File: src/rtl/proc_mem_pkg.sv
// rtl/proc_mem_pkg.sv - shared types and constants for the processor memory arbiter
package proc_mem_pkg;

    localparam logic MEM_READ  = 1'b0;
    localparam logic MEM_WRITE = 1'b1;

    typedef struct packed {
        logic        req_type;
        logic [31:0] addr;
        logic [31:0] wdata;
    } mem_req_t;

    typedef enum logic {
        SRC_I = 1'b0,
        SRC_D = 1'b1
    } mem_src_t;

    typedef enum logic {
        PRI_I = 1'b0,
        PRI_D = 1'b1
    } pri_state_t;

endpackage

File: src/rtl/mem_arb_id_queue.sv
// rtl/mem_arb_id_queue.sv - 1-bit source-ID FIFO tracking in-flight memory requests
module mem_arb_id_queue #(
    parameter int DEPTH = 4
) (
    input  logic clk,
    input  logic rst,
    input  logic push,
    input  logic push_id,
    input  logic pop,
    output logic full,
    output logic empty,
    output logic head
);
    localparam int PW = $clog2(DEPTH);
    localparam logic [PW-1:0] PTR_ONE = 1;
    localparam logic [PW:0]   CNT_ONE = 1;
    localparam logic [PW:0]   CNT_MAX = DEPTH[PW:0];

    logic [DEPTH-1:0] ids;
    logic [PW-1:0]    rd_ptr;
    logic [PW-1:0]    wr_ptr;
    logic [PW:0]      count;
    logic             do_push;
    logic             do_pop;

    // A push is refused when full even if a pop frees a slot this cycle.
    assign do_push = push & ~full;
    assign do_pop  = pop & ~empty;
    assign full    = (count == CNT_MAX);
    assign empty   = (count == '0);
    assign head    = ids[rd_ptr];

    // Pointers wrap naturally because DEPTH is a power of two.
    always_ff @(posedge clk or negedge rst) begin
        if (!rst) begin
            rd_ptr <= '0;
            wr_ptr <= '0;
            count  <= '0;
        end else begin
            if (do_push) wr_ptr <= wr_ptr + PTR_ONE;
            if (do_pop)  rd_ptr <= rd_ptr + PTR_ONE;
            case ({do_push, do_pop})
                2'b10:   count <= count + CNT_ONE;
                2'b01:   count <= count - CNT_ONE;
                default: count <= count;
            endcase
        end
    end

    // ID storage needs no reset: entries are only read while count covers them.
    always_ff @(posedge clk) begin
        if (do_push) ids[wr_ptr] <= push_id;
    end

endmodule

File: src/rtl/proc_mem_arbiter.sv
// rtl/proc_mem_arbiter.sv - round-robin I/D arbiter onto one in-order memory port
module proc_mem_arbiter
    import proc_mem_pkg::*;
#(
    parameter int MAX_INFLIGHT = 4
) (
    input  logic        clk,
    input  logic        rst,
    input  logic        imemreq_val,
    output logic        imemreq_rdy,
    input  logic [31:0] imemreq_addr,
    output logic        imemresp_val,
    input  logic        imemresp_rdy,
    output logic [31:0] imemresp_data,
    input  logic        dmemreq_val,
    output logic        dmemreq_rdy,
    input  logic        dmemreq_type,
    input  logic [31:0] dmemreq_addr,
    input  logic [31:0] dmemreq_wdata,
    output logic        dmemresp_val,
    input  logic        dmemresp_rdy,
    output logic [31:0] dmemresp_data,
    output logic        memreq_val,
    input  logic        memreq_rdy,
    output logic        memreq_type,
    output logic [31:0] memreq_addr,
    output logic [31:0] memreq_wdata,
    input  logic        memresp_val,
    output logic        memresp_rdy,
    input  logic [31:0] memresp_data
);
    pri_state_t pri;
    pri_state_t pri_next;
    mem_req_t   req;
    mem_src_t   head_src;
    logic       full;
    logic       empty;
    logic       head;
    logic       grant_d;
    logic       req_fire;
    logic       resp_fire;

    // D wins when it is the only requester or when the pointer favours it.
    assign grant_d = dmemreq_val & (~imemreq_val | (pri == PRI_D));

    // Request fields come from the granted port; fetches are always plain reads.
    always_comb begin
        req = '{req_type: MEM_READ, addr: imemreq_addr, wdata: 32'h0};
        if (grant_d) begin
            req = '{req_type: dmemreq_type, addr: dmemreq_addr, wdata: dmemreq_wdata};
        end
    end

    // Handshake outputs are forced low while reset is held.
    assign memreq_val   = rst & (imemreq_val | dmemreq_val) & ~full;
    assign memreq_type  = req.req_type;
    assign memreq_addr  = req.addr;
    assign memreq_wdata = req.wdata;
    assign imemreq_rdy  = rst & memreq_rdy & ~full & ~grant_d;
    assign dmemreq_rdy  = rst & memreq_rdy & ~full & grant_d;
    assign req_fire     = memreq_val & memreq_rdy;

    // Priority pointer register.
    always_ff @(posedge clk or negedge rst) begin
        if (!rst) pri <= PRI_I;
        else      pri <= pri_next;
    end

    // After any grant, the port that lost (or was idle) gets priority next.
    always_comb begin
        pri_next = pri;
        if (req_fire) begin
            pri_next = grant_d ? PRI_I : PRI_D;
        end
    end

    mem_arb_id_queue #(
        .DEPTH(MAX_INFLIGHT)
    ) u_id_queue (
        .clk     (clk),
        .rst     (rst),
        .push    (req_fire),
        .push_id (grant_d),
        .pop     (resp_fire),
        .full    (full),
        .empty   (empty),
        .head    (head)
    );

    // Response routing follows the oldest outstanding request's source.
    assign head_src      = mem_src_t'(head);
    assign memresp_rdy   = rst & ~empty & ((head_src == SRC_D) ? dmemresp_rdy : imemresp_rdy);
    assign imemresp_val  = rst & memresp_val & ~empty & (head_src == SRC_I);
    assign dmemresp_val  = rst & memresp_val & ~empty & (head_src == SRC_D);
    assign imemresp_data = memresp_data;
    assign dmemresp_data = memresp_data;
    assign resp_fire     = memresp_val & memresp_rdy;

    a_resp_without_request: assert property (@(posedge clk) disable iff (!rst) !(memresp_val && empty));

endmodule

File: config.mk
export PLATFORM = sky130hd
export DESIGN_NAME = proc_mem_arbiter
export DESIGN_NICKNAME = d
export VERILOG_FILES = /design/src/rtl/proc_mem_pkg.sv /design/src/rtl/mem_arb_id_queue.sv /design/src/rtl/proc_mem_arbiter.sv
export SDC_FILE = /design/constraint.sdc
export NUM_CORES = 1
export LEC_CHECK = 0
export BUFFER_PORTS_ARGS = -buffer_cell sky130_fd_sc_hd__buf_2
export CAP_MARGIN = 20
export CORE_AREA = 5 5 101 103
export DETAILED_ROUTE_END_ITERATION = 16
export DIE_AREA = 0 0 106 108
export GPL_TIMING_DRIVEN = 0
export SYNTH_ARGS = -nofsm -noshare
export SYNTH_HDL_FRONTEND = slang
export SYNTH_SLANG_ARGS = --single-unit
File: constraint.sdc
create_clock -name clk -period 4.9 [get_ports clk]
set_input_delay 0.735 -clock clk [delete_from_list [all_inputs] [get_ports clk]]
set_output_delay 0.735 -clock clk [all_outputs]
set_load 0.02 [all_outputs]
==> flow_summary.toml <==
[yosys]
synth_ff_type = "dfrtp_1"
seq_area_frac_synth_pct = 17.3
synth_warnings = 0
synthesis.nets = 414
async_flop_share_pct = 66.7
ys_types = 30
yosysMostFrequentCell = "nand2_1"
synth_area_leaders = "buf_4 (26%), nand2_1 (19%), and3_1 (11%)"
synth_edf_count = 4
syn_inst = 271
ys_ff_latch = 12
syn_avg_cell_area_um2 = 6.82
synth_top_area_share_pct = 26.0
ys_top_cells_by_count = "nand2_1 (96), buf_4 (64), and3_1 (33), clkbuf_1 (9)"
synth_top_area_cell = "buf_4"
netlist_area_um2 = 1850

[die]
fp.coreArea_um2 = 9110
fp.dieH_um = 108
io_pins = 272
die_area_um2 = 11400
die_w_um = 106
num_rows = 35
initial_core_util_pct = 20.3

[timing]
finalHoldViolations = 0
setup_viol = 0
tightest_slew_ps = 509
clock_skew_ps = 1.43
final_max_slew_viol_count = 0
slew_headroom_pct = 66.0
rsz0062_at_grt = "false"
layout_setup_ws_ps = 2060
fmax_ghz = 0.352
finalCriticalPeriod_ps = 2840
fin_tns_setup_ps = 0
fin_crit_sh_pct = 57.9

[power]
p_int_w = 0.000448
power_frac_seq_pct = 20.5
p_sw_w = 0.000447
p_leak_nw = 2.13
swShare_pct = 49.9
comb_power_share_pct = 69.8
powerDensity_nw_per_um2 = 278
power_w = 0.000895
clkPwrFrac_pct = 9.7
peakVddDrop_uv = 108

[worst_setup_path]
rr_worst_depth = 10
critPathLaunchType = "input pin"
r2r_slack_ps = 2630
crit_buf_inv = 5
crit_slowest_cell = "clkbuf_1"
worst_ep_required_time_ps = 4160
arrival_ps = 2100
slowest_delay_ps = 280
cpMostUsedCell = "buf_2"
worstPathCellList = "buf_2 -> nand2b_1 -> clkbuf_1 -> nand2_2 -> inv_2 -> buf_2 -> nand2_1 -> nand2_1 -> buf_2"
crit_type = "in -> out"
timing.rr.start = "u_id_queue.rd_ptr[1]"
endpoint_kind = "output pin"
r2r-end = "u_id_queue.count[2]"
crit_family = "buffers and inverters"
cp_max_fo = 13

[cells_and_area]
final_nets = 657
drive_gt1_share_pct = 62.1
post-route-util_pct = 35.3
n_fill_cell = 975
seq_area_um2 = 320
multi_input_area_um2 = 952
stdcell_count = 623
diodes = 0
area_growth_pct = 74.2

[routing]
dr.first_iter.drc_count = 70
drcViolationCount = 0
wl_per_cell_um = 13.3
drtPass1Iterations = 4
routed_wl_mm = 8.31
via_count = 2506
antenna_left = 0
vias_per_cell = 4.02

[status]
status = "complete, no violations"

[cts]
cts_buffers = 3
cts_tree = "done"
postCtsSetupRepairBufs = 0
clkSlewWorstSetupHoldPaths_ps = 50
clockBufferDepth = 2
cts_hold_buf = 0
cts_resized = 0
cts_sinks = 12
insertion_delay_ps = 240
clockRootBuffer = "clkbuf_8"
htreeDepth = 1

[placement]
place_ws_ps = 1970
dp.cells = 620
place_congestion = 0.797
io_buffers = 238
place_hpwl_mm = 7.46

[grt]
grt_overflow_total = 0
grt_max_degree = 14
grt_antenna_before_repair = 0
grt_pass1_wl_mm = 12.0
grt_usage_pct = 12.6
grt_pass1_vias = 2432

[min_path]
min_path_type = "in -> async"

[job]
cap_violations = 0
## state kept, by name, indices dropped and copies added, names as in the netlist
register           count
pri                    1
u_id_queue.rd_ptr      2
u_id_queue.ids         4
u_id_queue.count       3
u_id_queue.wr_ptr      2
## worst register-to-register path, delay by kind of cell, from the launching register on
| kind | cells | cell delay, ps |
|---|---|---|
| multiplexers | 3 | 650 |
| adder cells (fa/ha/maj) | 2 | 570 |
| flip-flops | 1 | 410 |
| XOR/XNOR | 2 | 270 |
| AND/OR/NAND/NOR | 2 | 250 |
| buffers and inverters | 1 | 60 |
## cell usage in the layout, fill, tap and decap left out, types with 2 or more instances in the layout
cell / Yosys / final
nand2_1: 96 / 96
edfxtp_1: 4 / 4
buf_4: 64 / 64
o21ai_0: 3 / 3
and2_1: 4 / 4
nor2_1: 6 / 6
inv_2: 2 / 2
dfrtp_1: 8 / 8
mux2i_1: 6 / 6
inv_1: 8 / 8
and3_1: 33 / 33
clkbuf_8: 0 / 3
xnor2_1: 3 / 3
clkbuf_1: 9 / 9
xor2_1: 2 / 2
buf_2: 4 / 242
ha_1: 5 / 5
## kinds of logic (layout without fill, tap and decap cells)
group / Yosys count / in the layout / share of synthesized area [%]
flip-flops: 12 / 12 / 17.3
AO/OA/AOI/OAI: 8 / 8 / 4.81
XOR/XNOR: 5 / 5 / 2.37
buffers and inverters: 88 / 329 / 31.1
AND/OR/NAND/NOR: 144 / 144 / 35.3
multiplexers: 8 / 8 / 4.60
adder cells (fa/ha/maj): 6 / 6 / 4.47
## routing by layer
| layer | vias to the layer above | global-route usage, % | wire length [µm] |
|---|---|---|---|
| met5 | - | 0 | 0 |
| met2 | 142 | 25.1 | 4450 |
| met4 | 0 | 2.22 | 26 |
| met3 | 3 | 3.40 | 841 |
| li1 | 1276 | - | - |
| met1 | 1085 | 13.4 | 2990 |
## area by class of cell
| type | count | area share (%) |
|---|---|---|
| repair buffers | 238 | 37.0 |
| multi-input cells | 171 | 29.6 |
| plain buffers | 78 | 16.7 |
| flip-flops and latches | 12 | 9.95 |
| well taps | 111 | 4.31 |
| clock buffers | 3 | 1.28 |
| inverters | 10 | 1.17 |
## metrics by stage
step                hold slack, ps  cell area, µm²
finish                         371            3220
global route                   392            3220
CTS                            379            3220
detailed placement             506            3180
global placement               480            3180
floorplan                      439            1850
## power groups by stage
stage                     sequential (W)  clock (W)  combinational (W)
after floorplan                 0.000177          0           0.000427
after global placement          0.000182          0           0.000622
after detailed placement        0.000185          0           0.000632
after CTS                       0.000184  0.0000890           0.000635
after global routing            0.000191  0.0000922           0.000693
final                           0.000183  0.0000867           0.000625
## worst max path at each step
stage / start / end / slack [ps] / cells after the start
6_report: imemreq_val / memreq_addr[18] / 2060 / 9
2_1_floorplan: imemreq_val / dmemreq_rdy / 2530 / 5
4_1_cts: imemreq_val / memreq_addr[16] / 1970 / 9
3_3_place_gp: imemreq_val / memreq_addr[18] / 1980 / 9
5_1_grt: imemreq_val / memreq_addr[18] / 1800 / 9
3_5_place_dp: imemreq_val / memreq_addr[16] / 1970 / 9
Note: power is estimated with default switching activity, not from simulation.
